<file path="config.mk">
export PLATFORM = sky130hd
export DESIGN_NAME = uart_rx_monitor
export DESIGN_NICKNAME = d
export VERILOG_FILES = /design/src/rtl/uart_mon_pkg.sv /design/src/rtl/uart_mon_fifo.sv /design/src/rtl/uart_rx_monitor.sv
export SDC_FILE = /design/constraint.sdc
export NUM_CORES = 1
export LEC_CHECK = 0
export ABC_AREA = 1
export CORE_UTILIZATION = 25
export DETAILED_ROUTE_END_ITERATION = 10
export HOLD_SLACK_MARGIN = 0.02
export PLACE_DENSITY = 0.35
export SYNTH_ARGS = -nofsm -noshare
export SYNTH_HDL_FRONTEND = slang
export SYNTH_SLANG_ARGS = --single-unit
</file>
<file path="constraint.sdc">
create_clock -name clk -period 2.6 [get_ports clk]
set_clock_uncertainty 0.2 [all_clocks]
set_input_delay 0.26 -clock clk [delete_from_list [all_inputs] [get_ports clk]]
set_output_delay 0.26 -clock clk [all_outputs]
set_load 0.03 [all_outputs]
</file>
<file path="src/rtl/uart_mon_pkg.sv">
// Shared types and helpers for the UART receive monitor.
package uart_mon_pkg;

  typedef enum logic [1:0] {
    PAR_NONE = 2'd0,
    PAR_EVEN = 2'd1,
    PAR_ODD  = 2'd2
  } parity_mode_e;

  typedef enum logic [2:0] {
    IDLE   = 3'd0,
    START  = 3'd1,
    DATA   = 3'd2,
    PARITY = 3'd3,
    STOP   = 3'd4
  } rx_state_e;

  typedef struct packed {
    logic       ferr;
    logic       perr;
    logic [7:0] data;
  } rx_entry_t;

  // Unused upper data bits are zero, so reducing the full byte is safe.
  function automatic logic parity_error(input logic [7:0] data, input logic par_bit,
                                        input logic odd);
    return (((^data) ^ par_bit) != odd);
  endfunction

endpackage

</file>
<file path="src/rtl/uart_mon_fifo.sv">
// Circular receive buffer with sticky overflow flag; head is read combinationally.
module uart_mon_fifo #(
  parameter int DEPTH = 16,
  parameter int WIDTH = 10
) (
  input  logic                     clk,
  input  logic                     rst,
  input  logic                     push,
  input  logic [WIDTH-1:0]         push_data,
  input  logic                     pop,
  input  logic                     clr_ovf,
  output logic [WIDTH-1:0]         head,
  output logic [$clog2(DEPTH):0]   count,
  output logic                     empty,
  output logic                     ovf
);

  localparam int AW = $clog2(DEPTH);
  localparam int CW = AW + 1;
  localparam logic [AW:0] FULL_COUNT = DEPTH[AW:0];

  logic [WIDTH-1:0] mem_r [DEPTH];
  logic [AW-1:0]    wr_ptr_r;
  logic [AW-1:0]    rd_ptr_r;
  logic [AW:0]      count_r;
  logic             ovf_r;
  logic             full_s;
  logic             empty_s;
  logic             do_push_s;
  logic             do_pop_s;
  logic             ovf_set_s;

  // Qualify requests: a pop on empty is ignored, a push on full only lands with a same-cycle pop.
  always_comb begin
    full_s    = (count_r == FULL_COUNT);
    empty_s   = (count_r == {CW{1'b0}});
    do_pop_s  = pop & ~empty_s;
    do_push_s = push & (~full_s | do_pop_s);
    ovf_set_s = push & full_s & ~do_pop_s;
  end

  // Pointer, occupancy and overflow bookkeeping; overflow set has priority over clear.
  always_ff @(posedge clk) begin
    if (rst) begin
      wr_ptr_r <= {AW{1'b0}};
      rd_ptr_r <= {AW{1'b0}};
      count_r  <= {CW{1'b0}};
      ovf_r    <= 1'b0;
    end else begin
      if (do_push_s) begin
        wr_ptr_r <= wr_ptr_r + AW'(1);
      end
      if (do_pop_s) begin
        rd_ptr_r <= rd_ptr_r + AW'(1);
      end
      case ({do_push_s, do_pop_s})
        2'b10:   count_r <= count_r + CW'(1);
        2'b01:   count_r <= count_r - CW'(1);
        default: count_r <= count_r;
      endcase
      if (ovf_set_s) begin
        ovf_r <= 1'b1;
      end else if (clr_ovf) begin
        ovf_r <= 1'b0;
      end
    end
  end

  // Storage array; contents need no reset because occupancy gates visibility.
  always_ff @(posedge clk) begin
    if (do_push_s) begin
      mem_r[wr_ptr_r] <= push_data;
    end
  end

  assign head  = mem_r[rd_ptr_r];
  assign count = count_r;
  assign empty = empty_s;
  assign ovf   = ovf_r;

endmodule

</file>
<file path="src/rtl/uart_rx_monitor.sv">
// UART receiver with mid-bit sampling, parity/framing checks and a receive FIFO.
module uart_rx_monitor
  import uart_mon_pkg::*;
#(
  parameter int CLKS_PER_BIT = 32,
  parameter int DATA_BITS    = 8,
  parameter int PARITY_MODE  = 0,
  parameter int STOP_BITS    = 1,
  parameter int FIFO_DEPTH   = 16
) (
  input  logic                          clk,
  input  logic                          rst,
  input  logic                          rx_i,
  output logic [7:0]                    data_o,
  output logic                          perr_o,
  output logic                          ferr_o,
  output logic                          valid_o,
  input  logic                          ready_i,
  output logic                          ovf_o,
  input  logic                          clr_ovf_i,
  output logic [$clog2(FIFO_DEPTH):0]   count_o,
  output logic                          busy_o
);

  localparam parity_mode_e PAR_CFG     = parity_mode_e'(PARITY_MODE[1:0]);
  localparam logic         PAR_EN      = (PAR_CFG != PAR_NONE);
  localparam logic         PAR_ODD_CFG = (PAR_CFG == PAR_ODD);
  localparam logic [15:0]  HALF_CNT    = 16'(CLKS_PER_BIT / 2 - 1);
  localparam logic [15:0]  FULL_CNT    = 16'(CLKS_PER_BIT - 1);
  localparam logic [2:0]   LAST_DATA   = 3'(DATA_BITS - 1);
  localparam logic [2:0]   LAST_STOP   = 3'(STOP_BITS - 1);

  logic       rx_meta_r;
  logic       rx_sync_r;
  logic       rx_prev_r;
  logic       meta_vld_r;
  logic       sync_vld_r;
  logic       prev_vld_r;
  logic       fall_s;
  rx_state_e  state_r;
  logic [15:0] cnt_r;
  logic [2:0] bit_idx_r;
  logic [7:0] data_r;
  logic       perr_r;
  logic       ferr_r;
  logic       push_r;
  logic       busy_r;
  rx_entry_t  entry_s;
  rx_entry_t  head_s;
  logic       empty_s;
  logic       pop_s;

  // Two-flop synchronizer plus edge-history flop; the *_vld chain marks samples
  // that came from the line rather than from reset, so a line held low through
  // reset is not mistaken for a start edge.
  always_ff @(posedge clk) begin
    if (rst) begin
      rx_meta_r  <= 1'b1;
      rx_sync_r  <= 1'b1;
      rx_prev_r  <= 1'b1;
      meta_vld_r <= 1'b0;
      sync_vld_r <= 1'b0;
      prev_vld_r <= 1'b0;
    end else begin
      rx_meta_r  <= rx_i;
      rx_sync_r  <= rx_meta_r;
      rx_prev_r  <= rx_sync_r;
      meta_vld_r <= 1'b1;
      sync_vld_r <= meta_vld_r;
      prev_vld_r <= sync_vld_r;
    end
  end

  // Start-edge detect, entry packing and consumer pop qualification.
  always_comb begin
    fall_s       = prev_vld_r & rx_prev_r & ~rx_sync_r;
    entry_s.ferr = ferr_r;
    entry_s.perr = perr_r;
    entry_s.data = data_r;
    pop_s        = ready_i & ~empty_s;
  end

  // Receive FSM. Only a falling edge leaves IDLE, so after a break frame the
  // line must return high before another frame can start.
  always_ff @(posedge clk) begin
    if (rst) begin
      state_r   <= IDLE;
      cnt_r     <= 16'd0;
      bit_idx_r <= 3'd0;
      data_r    <= 8'd0;
      perr_r    <= 1'b0;
      ferr_r    <= 1'b0;
      push_r    <= 1'b0;
      busy_r    <= 1'b0;
    end else begin
      push_r <= 1'b0;
      case (state_r)
        IDLE: begin
          if (fall_s) begin
            state_r <= START;
            busy_r  <= 1'b1;
            cnt_r   <= HALF_CNT;
          end
        end
        START: begin
          if (cnt_r != 16'd0) begin
            cnt_r <= cnt_r - 16'd1;
          end else if (rx_sync_r) begin
            state_r <= IDLE;
            busy_r  <= 1'b0;
          end else begin
            state_r   <= DATA;
            cnt_r     <= FULL_CNT;
            bit_idx_r <= 3'd0;
            data_r    <= 8'd0;
            perr_r    <= 1'b0;
            ferr_r    <= 1'b0;
          end
        end
        DATA: begin
          if (cnt_r != 16'd0) begin
            cnt_r <= cnt_r - 16'd1;
          end else begin
            data_r[bit_idx_r] <= rx_sync_r;
            cnt_r             <= FULL_CNT;
            if (bit_idx_r == LAST_DATA) begin
              bit_idx_r <= 3'd0;
              state_r   <= PAR_EN ? PARITY : STOP;
            end else begin
              bit_idx_r <= bit_idx_r + 3'd1;
            end
          end
        end
        PARITY: begin
          if (cnt_r != 16'd0) begin
            cnt_r <= cnt_r - 16'd1;
          end else begin
            perr_r  <= parity_error(data_r, rx_sync_r, PAR_ODD_CFG);
            cnt_r   <= FULL_CNT;
            state_r <= STOP;
          end
        end
        STOP: begin
          if (cnt_r != 16'd0) begin
            cnt_r <= cnt_r - 16'd1;
          end else begin
            ferr_r <= ferr_r | ~rx_sync_r;
            if (bit_idx_r == LAST_STOP) begin
              state_r <= IDLE;
              busy_r  <= 1'b0;
              push_r  <= 1'b1;
            end else begin
              bit_idx_r <= bit_idx_r + 3'd1;
              cnt_r     <= FULL_CNT;
            end
          end
        end
        default: begin
          state_r <= IDLE;
          busy_r  <= 1'b0;
        end
      endcase
    end
  end

  uart_mon_fifo #(
    .DEPTH (FIFO_DEPTH),
    .WIDTH ($bits(rx_entry_t))
  ) u_fifo (
    .clk       (clk),
    .rst       (rst),
    .push      (push_r),
    .push_data (entry_s),
    .pop       (pop_s),
    .clr_ovf   (clr_ovf_i),
    .head      (head_s),
    .count     (count_o),
    .empty     (empty_s),
    .ovf       (ovf_o)
  );

  assign data_o  = head_s.data;
  assign perr_o  = head_s.perr;
  assign ferr_o  = head_s.ferr;
  assign valid_o = ~empty_s;
  assign busy_o  = busy_r;

endmodule
</file>
==> reports/results.tsv, run 1 <==
stage	metric	value	unit
sta	max-slew-margin-rel	0.4679	
setup_path	worst_setup_path_start_kind	flip-flop	
layout	area_growth	23.99	%
die	core	37580	um2
power_and_ir_drop	p_leak	4.342	nW
logic_synthesis	synthTopCellsByCount	edfxtp_1, inv_1, nand2_1	
global_routing	grt_max_degree	41	
sta	finalSetupTns	0	ps
clock_network	path_clk_slew	60	ps
layout	diodes	0	
route	routed_via_density	4.338	
route	drcViolationCount	0	
setup_path	critPathCaptureType	output pin	
outcome	status	completed	
sta	fmax	0.3909	GHz
logic_synthesis	syn_nets	896	
global_routing	grt_pass1_wl	40320	um
logic_synthesis	synth-main-ff-cell	edfxtp_1	
die	die_h	197.0	um
setup_path	worstPathArrival	2100	ps
logic_synthesis	syn_area_per_cell	10.80	um2
die	io_pins	23	
sta	finalHoldViolations	0	
die	die_w	197.0	um
placed_design	dpl-instance-area	10620	um2
clock_network	hold_buffers	0	
sta	post-route-min-period	2558	ps
placed_design	finalWeightedCongestion	0.7704	
logic_synthesis	synth.cell_area	9503	um2
clock_network	cts_root_buf	clkbuf_16	
power_and_ir_drop	p_per_area	1105	nW/um2
route	drtAntennaViolNets	0	
logic_synthesis	yosysTopAreaCellShare	0.5056	
logic_synthesis	ys.warnings.count	0	
logic_synthesis	async_flop_share	0	
global_routing	grt_overflow_total	0	
global_routing	grt_pass1_vias	6490	
route	vias	6416	
die	start_util	0.2529	
clock_network	tritoncts	built	
clock_network	clock_latency	540	ps
die	die-area	38800	um2
setup_path	crit_fanout	5	
clock_network	clk_path_buf_depth	3	
placed_design	dp_hpwl	16430	um
die	row_count	71	
placed_design	portBuffers	22	
power_and_ir_drop	ir_worst_vdd	560.7	uV
setup_path	crit_chain	buf_8 -> mux2i_1 -> o21ai_2 -> o211ai_1 -> nand2_1 -> buf_12	
sta	finalCritPeriodShare	0.9840	
route	drt-pass1-iter-count	4	
route	wirelength	26170	um
layout	nets	963	
sta	rsz0062_at_grt	yes	
sta	finalSetupViolCount	0	
clock_network	h-tree-depth	1	
route	drt-initial-drc-count	335	
setup_path	cp_slowest_cell	dfxtp_4	
logic_synthesis	synth_edf_count	160	
setup_path	path_class	reg2out	
setup_path	worstPathRequired	2140	ps
sta	worst_pin_slew	797.0	ps
global_routing	grt_usage	0.1375	
hold_path	hold_class	in2reg	
clock_network	numClockSinks	218	
sta	slew_violations	0	
logic_synthesis	ys_ff_latch	218	
layout	fin_util	0.3136	
logic_synthesis	synth_most_common_cell	edfxtp_1	
logic_synthesis	synth_cell_type_count	44	
layout	finalInstanceArea	11780	um2
logic_synthesis	synth-seq-area-share	0.6278	
clock_network	numCtsBuffers	27	
route	wl_per_cell	17.69	um
power_and_ir_drop	p_total	13.02	mW
global_routing	antenna_found_initial	0	
run	maxCapViolations	0	
setup_path	cpPeakStageDelay	390	ps
layout	drive_gt1_frac	0.1570	
logic_synthesis	yosys.area.top_type	edfxtp_1	
logic_synthesis	synth_area_leaders	edfxtp_1, dfxtp_1, mux2i_1	
logic_synthesis	syn_inst	880	
[registers in the layout, summed over array words and instances (netlist names), 3 cells and up, named ones only]
| signal | cells |
|---|---|
| state_r | 3 |
| u_fifo.rd_ptr_r | 4 |
| bit_idx_r | 3 |
| u_fifo.wr_ptr_r | 4 |
| u_fifo.count | 5 |
| data_r | 8 |
| u_fifo.mem_r | 160 |
| cnt_r | 16 |
[per-stage QoR]
stage / hold WS (ps) / cells / setup slack [ps]
3_3_place_gp: 192.5 / 1417 / 288.1
4_1_cts: 53.34 / 1477 / -8.922
3_5_place_dp: 193.7 / 1417 / 281.5
6_report: 79.06 / 1479 / 41.64
2_1_floorplan: 163.8 / 880 / 247.5
5_1_grt: 78.04 / 1479 / -70.39
[critical path, delay by kind of cell, from the launching register on]
| family | cells | cell delay, ps |
|---|---|---|
| buffers and inverters | 2 | 340 |
| multiplexers | 1 | 290 |
| AO/OA/AOI/OAI | 2 | 380 |
| AND/OR/NAND/NOR | 1 | 150 |
| flip-flops | 1 | 390 |
[repair_timing]
action,in CTS,in global routing
gates cloned,2,0
setup buffers,9,2
pin swaps,17,22
endpoints found under the setup margin,10,10
gates resized for setup,39,27
[cells by family after synthesis]
| family | after synthesis | share of synthesized area |
|---|---|---|
| DFF | 218 | 0.6278 |
| AOI/OAI and AO/OA | 211 | 0.1280 |
| xor gates and xnor gates | 12 | 0.01106 |
| buffers and inverters | 135 | 0.05543 |
| muxes | 40 | 0.04213 |
| adders and majority gates | 11 | 0.01448 |
| and+or+nand+nor | 253 | 0.1211 |
[power breakdown]
group / internal (mW) / switching (mW)
sequential: 3.93 / 0.249
clock: 2.21 / 1.52
combinational: 2.00 / 3.12
total: 8.13 / 4.89
[cells in the final DEF, fill, tap and decap left out, types with 8 or more instances in the layout]
master           synthesis  layout
inv_1                   94      94
edfxtp_1               160     160
ha_1                    11      11
dfxtp_1                 58      56
nor2_1                  77      77
clkbuf_16                0      27
buf_12                   0      14
o21ai_2                  0       8
nand4_1                 11      11
nand2_2                  5       9
nor3_1                  18      18
mux2i_1                 40      40
o21ai_1                  1      21
a21oi_1                 75      68
buf_4                    1      39
clkinv_1                 1       8
clkdlybuf4s50_1          0      12
nand2_1                 92      88
o211ai_1                41      41
nand3_1                 30      29
o21ai_0                 80      51
[layer usage]
metal	vias up	track usage	routed length (um)
met2	80	0.2229	11850
met3	41	0.02002	750
li1	3239	-	-
met1	3056	0.1904	12930
met5	-	0	0
met4	0	0.03790	631
[final cells by class]
type                       instances  area [um2]
inverter                         100       375.4
timing repair buffer              73       819.5
multi-input combinational        527        3100
sequential                       218        5973
fill                            3850       25790
tap                              511       639.4
clock buffer                      31       690.7
clock inverter                    19       183.9
[final timing paths]
path	cells past startpoint	endpoint	startpoint	slack [ps]
worst max-delay path	6	data_o[7]	flip-flop	40
worst min-delay path	2	rx_meta_r$_SDFF_PP1_	rx_i	80
worst max register to register	7	data_r[3]$_SDFFE_PP0P_	cnt_r[0]$_SDFFE_PP0P_	390
worst min register to register	2	sync_vld_r$_SDFF_PP0_	meta_vld_r$_DFF_P_	200
No activity file was read; power rests on OpenSTA's default activity.
==> run 2: changes to the inputs <==
--- a/config.mk
+++ b/config.mk
@@ -10,6 +10,7 @@
 export DETAILED_ROUTE_END_ITERATION = 10
 export HOLD_SLACK_MARGIN = 0.02
 export PLACE_DENSITY = 0.35
+export REMOVE_ABC_BUFFERS = 1
 export SYNTH_ARGS = -nofsm -noshare
 export SYNTH_HDL_FRONTEND = slang
 export SYNTH_SLANG_ARGS = --single-unit
==> reports/results.tsv, run 2 (same netlist as run 1, synthesis figures left out) <==
stage	metric	value	unit	change
die	io_pins	23		unchanged
clock_network	numCtsBuffers	27		unchanged
die	die_w	197.0	um	unchanged
hold_path	hold_class	in2reg		
setup_path	crit_chain	buf_12 -> buf_12 -> buf_16 -> a21oi_1 -> o21ai_1 -> o211ai_1 -> o211ai_1 -> nand2_2 -> buf_12		
placed_design	dpl-instance-area	10640	um2	+0.14%
layout	fin_util	0.3155		+0.001898
setup_path	cpPeakStageDelay	360	ps	-30 ps
sta	worst_pin_slew	792.5	ps	-4.521 ps
global_routing	grt_overflow_total	0		unchanged
setup_path	rrSetupSlack	420	ps	+30 ps
setup_path	cpMostUsedCell	buf_12		
run	maxCapViolations	0		unchanged
sta	finalHoldViolations	0		unchanged
clock_network	path_clk_slew	60	ps	about the same
setup_path	worstPathRequired	2140	ps	about the same
setup_path	path_buf_inv	4		+2
hold_path	worstHoldStart	rx_i		
setup_path	worstPathArrival	2140	ps	+40 ps
global_routing	grt_max_degree	39		-4.9%
placed_design	portBuffers	22		unchanged
setup_path	reg2reg_from	u_fifo.count[0]$_SDFFE_PP0P_		
sta	rsz0062_at_grt	yes		
layout	finalInstanceArea	11850	um2	+0.61%
hold_path	holdPathEnd	rx_meta_r$_SDFF_PP1_		
placed_design	dp_hpwl	16300	um	-0.84%
clock_network	h-tree-depth	1		unchanged
route	vias	6365		-0.79%
setup_path	critPathCaptureType	output pin		
global_routing	grt_pass1_wl	38560	um	-4.4%
global_routing	antenna_found_initial	0		unchanged
route	wirelength	25360	um	-3.1%
hold_path	hold_depth	2		unchanged
route	routed_via_density	4.295		-1.0%
setup_path	regToRegEndpoint	u_fifo.count[4]$_SDFFE_PP0P_		
sta	finalSetupTns	-2.599	ps	-2.599 ps
layout	largest_reg_flops	160		unchanged
outcome	status	complete, but fails checks		
clock_network	hold_buffers	0		unchanged
placed_design	place_ws	281.4	ps	-0.1000 ps
layout	drive_gt1_frac	0.1576		+0.0005447
outcome	violations	setup timing		
placed_design	finalWeightedCongestion	0.7566		-1.8%
power_and_ir_drop	p_leak	4.399	nW	+1.3%
sta	fin_ws	-2.599	ps	-44.24 ps
setup_path	worst_setup_path_start_kind	flip-flop		
clock_network	cts_root_buf	clkbuf_16		
sta	max-slew-margin-rel	0.4709		+0.003017
setup_path	crit_fanout	6		+1
layout	max_flop_register	u_fifo.mem_r		
route	drcViolationCount	0		unchanged
layout	area_growth	24.74	%	
power_and_ir_drop	ir_worst_vdd	624.9	uV	+11%
sta	fmax	0.3842	GHz	-1.7%
layout	diodes	0		unchanged
global_routing	grt_usage	0.1311		-0.006357
die	row_count	71		unchanged
placed_design	dp.cells	1419		+0.14%
power_and_ir_drop	p_per_area	1115	nW/um2	+0.92%
setup_path	worstRegToRegCells	10		+3
die	die_h	197.0	um	unchanged
layout	final_common_cell	edfxtp_1		
setup_path	cp_slowest_cell	dfxtp_4		
route	drt-pass1-iter-count	5		+1
setup_path	path_class	reg2out		
sta	timing.hold.ws	79.03	ps	-0.02830 ps
sta	finalSetupViolCount	1		+1
layout	instances_no_fill	1482		+0.20%
route	drt-initial-drc-count	341		+1.8%
sta	slew_violations	0		unchanged
layout	nets	966		+0.31%
die	start_util	0.2529		unchanged
route	drtAntennaViolNets	0		unchanged
setup_path	crit_family	compound AO/OA/AOI/OAI gates		
clock_network	tritoncts	built		
clock_network	numClockSinks	218		unchanged
layout	final_cell_mix	edfxtp_1, inv_1, nand2_1		
die	die-area	38800	um2	unchanged
clock_network	clock_latency	550	ps	about the same
clock_network	clk_path_buf_depth	3		unchanged
global_routing	grt_pass1_vias	6345		-2.2%
sta	finalCritPeriodShare	1.001		+0.01701
route	wl_per_cell	17.11	um	-3.3%
die	core	37580	um2	unchanged
sta	post-route-min-period	2603	ps	+44.24 ps
power_and_ir_drop	p_total	13.22	mW	+1.5%
layout	largestRegisters	u_fifo.mem_r x160, cnt_r x16, data_r x8		
[run 2: cell types whose count changed in the layout (fill, tap and decap cells not counted), sizes merged]
cell and delta:
buf +2, clkinv +2, bufinv +1, clkbuf +1, clkinvlp -3
[run 2: power breakdown]
part | switching [mW] | internal, mW | leakage (nW) | total [mW]
Sequential | 0.233 | 3.92 | 1.99 | 4.16
Clock | 1.50 | 2.33 | 0.453 | 3.83
Combinational | 3.15 | 2.08 | 1.96 | 5.23
Total | 4.89 | 8.33 | 4.40 | 13.2
[run 2: area by class of cell]
cell class	instances	area (um2)
fill	3829	25720
sequential	218	5971
multi-input combinational	527	3064
timing repair buffer	76	895.9
clock buffer	31	700.7
tap	511	639.4
inverter	100	375.4
clock inverter	19	207.7
[run 2: routing by layer]
metal | track usage | vias to the layer above | part of all wire
met5 | 0 | - | 0
met2 | 0.2116 | 71 | 0.46
met1 | 0.1837 | 3032 | 0.49
met4 | 0.03072 | 0 | 0.015
met3 | 0.02002 | 22 | 0.034
li1 | - | 3240 | -
[run 2: worst max-delay path by stage]
stage	start	to	slack, ps	cells past startpoint
floorplan	flip-flop	data_o[0]	-1350	4
global placement	ready_i	u_fifo.count[4]$_SDFFE_PP0P_	280	9
detailed placement	ready_i	u_fifo.count[4]$_SDFFE_PP0P_	280	9
CTS	flip-flop	data_o[3]	-50	7
global route	flip-flop	data_o[2]	-110	9
finish	flip-flop	data_o[6]	-3	9
[run 2: what timing repair did]
action / CTS / global route
pin swaps: 13 / 24
buffers inserted: 7 / 3
resized for setup: 21 / 35
cloned: 2 / 2
endpoints found under the setup margin: 10 / 10
